<file path="src/rtl/encoder_usb.sv">
// encoder_usb
// Builds outgoing USB link frames: SYNC0, SYNC1, type, 8'h00, {2'b00,len},
// HCRC, payload bytes, PCRC. Both CRCs are CRC8-ATM (poly 8'h07, init 0,
// MSB first), so the CRC over a whole frame is 0.
//
// Ports:
//   clk, n_rst        clock, asynchronous active-low reset
//   start             one-cycle frame request, honoured only when idle
//   frame_type, len   frame type and payload length, captured on accepted start
//                     (the type input is frame_type because 'type' is reserved)
//   pl_d, pl_empty    head byte and empty flag of the show-ahead payload FIFO
//   pl_rd             pop of the payload FIFO, same cycle pl_d is loaded
//   q, q_valid        registered output byte and its valid flag
//   q_ready           downstream TX FIFO can accept q this cycle
//   busy              frame in progress
//   done              one-cycle pulse after the final CRC byte transfers
//   err               one-cycle pulse when a start with len > MAX_LEN is rejected
module encoder_usb #(
  parameter int unsigned MAX_LEN = 57,
  parameter logic [7:0]  SYNC0   = 8'h5E,
  parameter logic [7:0]  SYNC1   = 8'h4D
) (
  input  logic       clk,
  input  logic       n_rst,
  input  logic       start,
  input  logic [7:0] frame_type,
  input  logic [5:0] len,
  input  logic [7:0] pl_d,
  input  logic       pl_empty,
  output logic       pl_rd,
  output logic [7:0] q,
  output logic       q_valid,
  input  logic       q_ready,
  output logic       busy,
  output logic       done,
  output logic       err
);

  localparam logic [5:0] MAX_LEN6 = 6'(MAX_LEN);

  typedef enum logic [2:0] {
    S_IDLE = 3'd0,
    S_HDR  = 3'd1,
    S_HCRC = 3'd2,
    S_PAY  = 3'd3,
    S_PCRC = 3'd4,
    S_FIN  = 3'd5
  } state_t;

  // One byte step of CRC8-ATM, MSB first.
  function automatic logic [7:0] crc8_atm(input logic [7:0] crc_in, input logic [7:0] data);
    logic [7:0] c;
    c = crc_in ^ data;
    for (int i = 0; i < 8; i++) begin
      if (c[7]) begin
        c = {c[6:0], 1'b0} ^ 8'h07;
      end else begin
        c = {c[6:0], 1'b0};
      end
    end
    return c;
  endfunction

  state_t     state, state_n;
  logic [2:0] idx, idx_n;
  logic [5:0] rem, rem_n;
  logic [7:0] type_q, type_n;
  logic [5:0] len_q, len_n;
  logic [7:0] crc, crc_n;
  logic [7:0] hdr_byte;
  logic [7:0] load_byte;
  logic       load;
  logic       done_n;
  logic       err_n;
  logic       load_ok;
  logic       xfer;

  // A new byte may enter q when q is empty or its byte leaves this cycle.
  assign load_ok = ~q_valid | q_ready;
  assign xfer    = q_valid & q_ready;

  // Header byte selected by the header index.
  always_comb begin
    hdr_byte = 8'h00;
    case (idx)
      3'd0:    hdr_byte = SYNC0;
      3'd1:    hdr_byte = SYNC1;
      3'd2:    hdr_byte = type_q;
      3'd3:    hdr_byte = 8'h00;
      3'd4:    hdr_byte = {2'b00, len_q};
      default: hdr_byte = 8'h00;
    endcase
  end

  // Next-state, load selection and pulse generation.
  always_comb begin
    state_n   = state;
    idx_n     = idx;
    rem_n     = rem;
    type_n    = type_q;
    len_n     = len_q;
    crc_n     = crc;
    load      = 1'b0;
    load_byte = 8'h00;
    done_n    = 1'b0;
    err_n     = 1'b0;
    pl_rd     = 1'b0;
    case (state)
      S_IDLE: begin
        if (start) begin
          if (len > MAX_LEN6) begin
            err_n = 1'b1;
          end else begin
            state_n = S_HDR;
            idx_n   = 3'd0;
            type_n  = frame_type;
            len_n   = len;
            crc_n   = 8'h00;
          end
        end else begin
          state_n = S_IDLE;
        end
      end
      S_HDR: begin
        if (load_ok) begin
          load      = 1'b1;
          load_byte = hdr_byte;
          crc_n     = crc8_atm(crc, hdr_byte);
          if (idx == 3'd4) begin
            state_n = S_HCRC;
          end else begin
            idx_n = idx + 3'd1;
          end
        end else begin
          state_n = S_HDR;
        end
      end
      S_HCRC: begin
        if (load_ok) begin
          load      = 1'b1;
          load_byte = crc;
          // Restart the CRC so PCRC covers the payload alone.
          crc_n     = 8'h00;
          rem_n     = len_q;
          if (len_q == 6'd0) begin
            state_n = S_PCRC;
          end else begin
            state_n = S_PAY;
          end
        end else begin
          state_n = S_HCRC;
        end
      end
      S_PAY: begin
        if (load_ok && !pl_empty) begin
          load      = 1'b1;
          load_byte = pl_d;
          pl_rd     = 1'b1;
          crc_n     = crc8_atm(crc, pl_d);
          rem_n     = rem - 6'd1;
          if (rem <= 6'd1) begin
            state_n = S_PCRC;
          end else begin
            state_n = S_PAY;
          end
        end else begin
          state_n = S_PAY;
        end
      end
      S_PCRC: begin
        if (load_ok) begin
          load      = 1'b1;
          load_byte = crc;
          crc_n     = 8'h00;
          state_n   = S_FIN;
        end else begin
          state_n = S_PCRC;
        end
      end
      S_FIN: begin
        if (xfer) begin
          done_n  = 1'b1;
          state_n = S_IDLE;
        end else begin
          state_n = S_FIN;
        end
      end
      default: begin
        state_n = S_IDLE;
      end
    endcase
  end

  // State, captured frame fields, CRC and registered outputs.
  always_ff @(posedge clk or negedge n_rst) begin
    if (!n_rst) begin
      state   <= S_IDLE;
      idx     <= 3'd0;
      rem     <= 6'd0;
      type_q  <= 8'h00;
      len_q   <= 6'd0;
      crc     <= 8'h00;
      q       <= 8'h00;
      q_valid <= 1'b0;
      busy    <= 1'b0;
      done    <= 1'b0;
      err     <= 1'b0;
    end else begin
      state  <= state_n;
      idx    <= idx_n;
      rem    <= rem_n;
      type_q <= type_n;
      len_q  <= len_n;
      crc    <= crc_n;
      if (load) begin
        q       <= load_byte;
        q_valid <= 1'b1;
      end else if (xfer) begin
        q_valid <= 1'b0;
      end else begin
        q_valid <= q_valid;
      end
      busy <= (state_n != S_IDLE);
      done <= done_n;
      err  <= err_n;
    end
  end

endmodule

</file>
<file path="config.mk">
export PLATFORM = sky130hd
export DESIGN_NAME = encoder_usb
export DESIGN_NICKNAME = d
export VERILOG_FILES = /design/src/rtl/encoder_usb.sv
export SDC_FILE = /design/constraint.sdc
export NUM_CORES = 1
export LEC_CHECK = 0
export BUFFER_PORTS_ARGS = -buffer_cell sky130_fd_sc_hd__clkbuf_2
export CAP_MARGIN = 10
export CELL_PAD_IN_SITES_DETAIL_PLACEMENT = 0
export CELL_PAD_IN_SITES_GLOBAL_PLACEMENT = 1
export CORE_ASPECT_RATIO = 0.7
export CORE_MARGIN = 2
export CORE_UTILIZATION = 30
export DETAILED_ROUTE_END_ITERATION = 16
export HOLD_SLACK_MARGIN = 0.05
export PLACE_DENSITY_LB_ADDON = 0.1
export SETUP_SLACK_MARGIN = 0.1
export SYNTH_ARGS = -nofsm -noshare
export SYNTH_HDL_FRONTEND = slang
export SYNTH_SLANG_ARGS = --single-unit
</file>
<file path="constraint.sdc">
create_clock -name clk -period 4.53 [get_ports clk]
set_input_delay 0.6795 -clock clk [delete_from_list [all_inputs] [get_ports clk]]
set_output_delay 0.6795 -clock clk [all_outputs]
set_load 0.01 [all_outputs]
</file>
==> results.ini, run 1 <==
[outcome]
status = complete, no violations

[clock_network]
root_buffer = clkbuf_16
clock_sinks = 46
path_clk_slew_ns = 0.06
ctsResizeCount = 0
cts_tree = built
postCtsHoldBufs = 0
worst_skew_pair.late_latency_ns = 0.29
post-cts-setup-buffers = 0
numCtsBuffers = 5
clk_path_buf_depth = 2
htree_levels = 2

[detailed_routing]
dr.pass1.iters = 6
num_vias = 2413
finalWirelength_um = 8420
post_drt_wl_per_cell_um = 17.36
drc = 0
viasPerCell = 4.975
antenna_left = 0
drt_iter0_markers = 222

[critical_path]
arrival_ns = 2.41
start_kind = flop
cp-end-kind = output pin
regToRegStartpoint = idx[0]
ff2ff_setup_slack_ns = 2.00
critPathKind = reg2out
required_ns = 3.85
ff2ff_path_depth = 8
cp_max_fo = 17
r2r-end = crc[3]

[run]
cap_violations = 0

[yosys]
syn-num-nets = 355
ys_types = 47
synth_enable_flop_cells = 0
synthArstFlopShare_pct = 100.0
ys_ff_latch = 46
ys_seq_area_share_pct = 39.38
yosysWarningCount = 0
ys.flop_type = dfrtp_1
synth.avg_cell_area_um2 = 9.077
netlist_instances = 322
syn-cell-area_um2 = 2923

[global_route]
grt_pass1_wl_um = 13630
first_global_vias = 2325
antenna_found_initial = 0
grt_usage_pct = 17.12
grt_max_degree = 47
grt-ovfl-total = 0

[placed_design]
place.gp.congestion = 0.8376
placed_area_um2 = 3248
numPortBuffers = 39
dp_hpwl_um = 6160

[floorplanning]
boundaryPins = 40
start_util_pct = 30.54
die_w_um = 122.0
placementRows = 30
core-area_um2 = 9572
dieArea_um2 = 10560
die_y_um = 86.59

[cells_and_area]
regArea_um2 = 1151
antenna_cells = 0
layout.nets = 389
synthToLayoutAreaGrowth_pct = 16.18
final_common_cell = nand2_1
layout_common_cells = nand2_1 (56), dfrtp_1 (46), clkbuf_2 (39)
multi_input_area_um2 = 1670
fill_cells = 990
drive_above_1_share_pct = 17.93
post-route-cell-area_um2 = 3396

[timing]
min_period_over_period_pct = 68.15
tightest_slew_ns = 0.8045
setup_viol = 0
relSlewSlack_pct = 46.37
grt_setup_unrepaired = false
setup-tns-final_ns = 0
fin_skew_ns = 0.006826
drv_slew = 0
period_needed_ns = 3.087
finalHoldViolCount = 0
fmax_mhz = 323.9

[pwr]
p_leak_nw = 1.495
pwr-share-comb_pct = 63.7
switching_share_pct = 46.45
pwr-share-seq_pct = 25.2
power.density_nw_per_um2 = 1008
ir_worst_vdd_uv = 283.9
power.internal_w = 0.001833
clkPwrFrac_pct = 11.1
p_sw_w = 0.001590

[hold_path]
hold_path.class = in2async

-- metal layers --
layer | vias to the layer above | GRT usage (%) | share of wire (%)
met3 | 4 | 3.092 | 3.8
li1 | 1203 | - | -
met5 | - | 0 | 0
met1 | 1160 | 28.47 | 56
met2 | 46 | 22.55 | 39
met4 | 0 | 3.135 | 0.58
-- how the worst max path moves through the flow --
stage,startpoint,to,slack (ns),cells after the start
2_1_floorplan,len[2],pl_rd,2.10,6
3_3_place_gp,len[2],pl_rd,1.66,8
3_5_place_dp,len[2],pl_rd,1.59,8
4_1_cts,state[1],pl_rd,1.43,7
5_1_grt,state[1],pl_rd,1.22,7
6_report,state[1],pl_rd,1.44,7
-- power by group through the flow --
stage	combinational, W	clock, W	sequential [W]
2_1_floorplan	0.00173	0	0.000769
3_3_place_gp	0.00220	0	0.000870
5_1_grt	0.00241	0.000412	0.000897
3_5_place_dp	0.00218	0	0.000864
4_1_cts	0.00220	0.000397	0.000858
6_report	0.00218	0.000380	0.000862
-- Yosys cell counts, types with 3 or more instances --
| master | instances | area (µm²) |
|---|---|---|
| nand2_1 | 56 | 210.2 |
| dfrtp_1 | 46 | 1151 |
| a21oi_1 | 24 | 120.1 |
| xnor2_1 | 24 | 210.2 |
| nor2_1 | 16 | 60.06 |
| a22oi_1 | 15 | 112.6 |
| o21ai_0 | 15 | 75.07 |
| clkbuf_1 | 14 | 52.55 |
| o21ai_1 | 12 | 60.06 |
| xor2_1 | 10 | 87.58 |
| inv_1 | 7 | 26.28 |
| nand2b_1 | 7 | 43.79 |
| ha_1 | 6 | 75.07 |
| nor3_1 | 6 | 30.03 |
| o221ai_1 | 6 | 52.55 |
| nand3_1 | 5 | 25.02 |
| a32oi_1 | 3 | 26.28 |
| buf_2 | 3 | 15.01 |
| mux2_2 | 3 | 33.78 |
| nor2b_1 | 3 | 18.77 |
| o31ai_1 | 3 | 22.52 |
| or3_1 | 3 | 18.77 |
| xnor3_1 | 3 | 67.56 |
-- worst max-delay path: stages, from the launching register on --
cell and delay, ns:
dfrtp_1 0.50, nor3_1 0.40, nand3_1 0.12, buf_4 0.22, nand2_1 0.25, nand2_1 0.14
inv_2 0.29, clkbuf_2 0.20
-- state kept, by name, summed over array words and instances (netlist names) --
name / count
busy: 1
crc: 8
done: 1
err: 1
idx: 3
len_q: 6
q: 8
q_valid: 1
rem: 6
state: 3
type_q: 8
-- final cells by class --
class	instances	share of cell area (%)
clock buffers	7	4.200
clock inverters	1	0.1474
inverters	9	0.9948
multi-input cells	250	49.19
flip-flops and latches	46	33.90
well taps	128	4.716
repair buffers	44	6.853
-- per-stage QoR --
stage	cells	power [W]	hold slack [ns]	setup slack, ns	util [%]
6_report	485	0.003423	0.4943	1.443	35.48
5_1_grt	485	0.003720	0.5237	1.223	35.48
4_1_cts	485	0.003450	0.4979	1.427	35.48
3_5_place_dp	477	0.003046	0.4797	1.591	33.93
3_3_place_gp	477	0.003068	0.4769	1.660	33.93
2_1_floorplan	322	0.002499	0.3839	2.102	-
-- logic make-up after synthesis --
family | Yosys count | synth area share (%)
AO/OA/AOI/OAI | 94 | 21.53
XOR/XNOR | 42 | 15.80
adder cells (fa/ha/maj) | 6 | 2.568
buffers and inverters | 26 | 3.468
flip-flops | 46 | 39.38
multiplexers | 3 | 1.156
AND/OR/NAND/NOR | 105 | 16.10
Power figures use the tool's default switching activity.
==> inputs of run 2 (changes only) <==
ABC_AREA = 1   (was not set)
clock period = 2.7 ns   (was 4.53 ns; I/O delays follow)
==> run 2 against run 1 <==
Critical path depth is 2 higher. Setup slack worse by 0.85 ns. Via count is 25% higher. Register-to-register slack worse by 1.4 ns. Sequential share of layout area is 2.8 points lower. Cell count is 28% higher. Global-route usage is 0.57 points higher. Die area is 11% higher. Sequential power is 61% higher. First-iteration DRC count is 3.2% higher. Core utilization is 0.12 points lower. Non-clock buffer count is 2 lower. Critical path type is now reg2reg. Highest routed layer unchanged.
==> results.ini, run 2 <==
[outcome]
status = complete, no violations  ; unchanged

[placed_design]
dp_hpwl_um = 7773  ; was 6160 µm
numPortBuffers = 39  ; unchanged
place.gp.congestion = 0.8063  ; was 0.8376

[detailed_routing]
drc = 0  ; unchanged
drt_iter0_markers = 229  ; was 222
finalWirelength_um = 9726  ; was 8420 µm
antenna_left = 0  ; unchanged
post_drt_wl_per_cell_um = 15.64  ; was 17.36 µm
viasPerCell = 4.854  ; was 4.975
num_vias = 3019  ; was 2,413
dr.pass1.iters = 4  ; was 6

[floorplanning]
dieArea_um2 = 11730  ; was 10,560 µm²
placementRows = 31  ; was 30
core-area_um2 = 10470  ; was 9572 µm²
start_util_pct = 31.14  ; was 30.54%
die_y_um = 91.23  ; was 86.59 µm
boundaryPins = 40  ; unchanged
die_w_um = 128.6  ; was 122.0 µm

[timing]
setup_viol = 0  ; unchanged
grt_setup_unrepaired = false  ; unchanged
relSlewSlack_pct = 38.77  ; was 46.37%
period_needed_ns = 2.104
tightest_slew_ns = 0.9184  ; was 0.8045 ns
drv_slew = 0  ; unchanged
fmax_mhz = 475.3
setup-tns-final_ns = 0  ; unchanged
min_period_over_period_pct = 77.93
finalHoldViolCount = 0  ; unchanged
fin_skew_ns = 0.005578  ; was 0.006826 ns

[pwr]
power.density_nw_per_um2 = 1432  ; was 1008 nW/µm²
switching_share_pct = 52.76  ; was 46.45%
clkPwrFrac_pct = 11.6  ; was 11.1%
p_sw_w = 0.002797  ; was 0.001590 W
p_leak_nw = 1.866  ; was 1.495 nW
ir_worst_vdd_uv = 349.8  ; was 283.9 µV
power.internal_w = 0.002504  ; was 0.001833 W
pwr-share-seq_pct = 26.1  ; was 25.2%
pwr-share-comb_pct = 62.3  ; was 63.7%

[critical_path]
crit_end = crc[6]  ; was pl_rd
cp-end-kind = flop  ; was output pin
ff2ff_path_depth = 9  ; was 8
arrival_ns = 2.32  ; was 2.41 ns
ff2ff_setup_slack_ns = 0.60  ; was 2.00 ns
setup.worst_path.start = idx[0]  ; was state[1]
r2r-end = crc[6]  ; was crc[3]
required_ns = 2.92  ; was 3.85 ns
start_kind = flop  ; unchanged
regToRegStartpoint = idx[0]  ; unchanged
critPathKind = reg2reg  ; was reg2out
cp_max_fo = 7  ; was 17

[global_route]
grt-ovfl-total = 0  ; unchanged
grt_pass1_wl_um = 15860  ; was 13,630 µm
grt_max_degree = 36  ; was 47
first_global_vias = 2915  ; was 2,325
grt_usage_pct = 17.69  ; was 17.12%
antenna_found_initial = 0  ; unchanged

[clock_network]
clock_sinks = 46  ; unchanged
postCtsHoldBufs = 0  ; unchanged
root_buffer = clkbuf_16  ; unchanged
htree_levels = 2  ; unchanged
post-cts-setup-buffers = 0  ; unchanged
path_clk_slew_ns = 0.07  ; was 0.06 ns
cts_tree = built  ; unchanged
numCtsBuffers = 5  ; unchanged
worst_skew_pair.late_latency_ns = 0.29  ; about the same
clk_path_buf_depth = 2  ; unchanged
ctsResizeCount = 0  ; unchanged

[cells_and_area]
regArea_um2 = 1151  ; unchanged
layout.nets = 523  ; was 389
layout_common_cells = nand2_1 (139), nand3_1 (60), dfrtp_1 (46)  ; was nand2_1 (56), dfrtp_1 (46), clkbuf_2 (39)
final_util_pct = 35.35  ; was 35.48%
drive_above_1_share_pct = 17.55  ; was 17.93%
antenna_cells = 0  ; unchanged
largestRegisters = crc x8, q x8, type_q x8  ; unchanged
multi_input_area_um2 = 1832  ; was 1670 µm²
synthToLayoutAreaGrowth_pct = 13.55  ; was 16.18%
fill_cells = 1145  ; was 990
final_common_cell = nand2_1  ; unchanged

[run]
cap_violations = 0  ; unchanged

[yosys]
ys.flop_type = dfrtp_1  ; unchanged
synthArstFlopShare_pct = 100.0  ; unchanged
ys_ff_latch = 46  ; unchanged
synth.avg_cell_area_um2 = 7.182  ; was 9.077 µm²
synth_enable_flop_cells = 0  ; unchanged
yosysTopAreaCell = dfrtp_1  ; unchanged
ys_types = 45  ; was 47
yosysMostFrequentCell = nand2_1  ; unchanged
syn-cell-area_um2 = 3261  ; was 2923 µm²
ys_seq_area_share_pct = 35.30  ; was 39.38%
synth.area.top_cells = dfrtp_1 (35%), nand2_1 (16%), nand3_1 (9.2%), inv_1 (4.6%), nor2_1 (3.0%)  ; was dfrtp_1 (39%), nand2_1 (7.2%), xnor2_1 (7.2%), a21oi_1 (4.1%), a22oi_1 (3.9%)
yosysWarningCount = 0  ; unchanged
synthTopCellsByCount = nand2_1 (139), nand3_1 (60), dfrtp_1 (46)  ; was nand2_1 (56), dfrtp_1 (46), a21oi_1 (24), xnor2_1 (24), nor2_1 (16)
syn-num-nets = 487  ; was 355
synth_top_area_share_pct = 35.30  ; was 39.38%
netlist_instances = 454  ; was 322

[hold_path]
hold_path.class = in2async  ; unchanged

-- run 2: cell types whose count changed in the layout (fill, tap and decap cells not counted), sizes merged, moves of 14 or more --
cell   delta
inv      +43
nand2    +89
nand3    +59
nor2     +15
xnor2    -14
-- run 2: worst max-delay path, stage by stage (launching register included) --
cell and delay [ns]:
dfrtp_1 0.40, inv_1 0.13, ha_1 0.35, nand2_2 0.14
o22ai_4 0.26, xnor2_1 0.22, nand2_1 0.13, nand3_1 0.10
nand3_1 0.13, a21oi_1 0.17
-- run 2: area by class of cell --
class | instances | area share (%)
Tap cell | 132 | 4.461
Timing Repair Buffer | 42 | 5.880
Multi-Input combinational cell | 343 | 49.48
Clock inverter | 1 | 0.2028
Sequential cell | 46 | 31.09
Clock buffer | 6 | 3.481
Inverter | 52 | 5.407
-- run 2: power by group through the flow --
stage	sequential, W	combinational [W]	clock, W
floorplan	0.00124	0.00262	0
global placement	0.00141	0.00333	0
detailed placement	0.00141	0.00330	0
CTS	0.00139	0.00332	0.000631
global route	0.00143	0.00381	0.000657
finish	0.00139	0.00330	0.000614
-- run 2: worst min-delay path by stage --
stage	start	end	slack, ns
floorplan	n_rst	busy	0.11
global placement	q[7]	q[7]	0.47
detailed placement	type_q[0]	type_q[0]	0.47
CTS	n_rst	rem[4]	0.28
global route	frame_type[0]	type_q[0]	0.32
finish	n_rst	rem[4]	0.24
-- run 2: kinds of logic after synthesis --
logic type	count (synthesis)	synth area share [%]
buffers and inverters	65	8.519
AO/OA/AOI/OAI	61	12.70
adder cells (fa/ha/maj)	6	2.302
flip-flops	46	35.30
XOR/XNOR	21	5.871
AND/OR/NAND/NOR	255	35.30
-- run 2: routing by layer --
metal	up-vias	global-route usage, %	part of all wire [%]
met5	-	0	0
met4	0	2.989	0.70
met3	5	3.005	6.0
met2	73	23.49	38
met1	1385	29.36	56
li1	1556	-	-
-- run 2: stage by stage --
step	setup WS [ns]	hold WS (ns)	area, µm²	total power [W]	std cells
finish	0.5959	0.2390	3702	0.005301	622
global route	0.3625	0.3248	3702	0.005898	622
CTS	0.5829	0.2809	3702	0.005341	622
detailed placement	0.5981	0.4729	3566	0.004707	615
global placement	0.5906	0.4684	3566	0.004734	615
floorplan	0.9536	0.1094	3261	0.003868	454
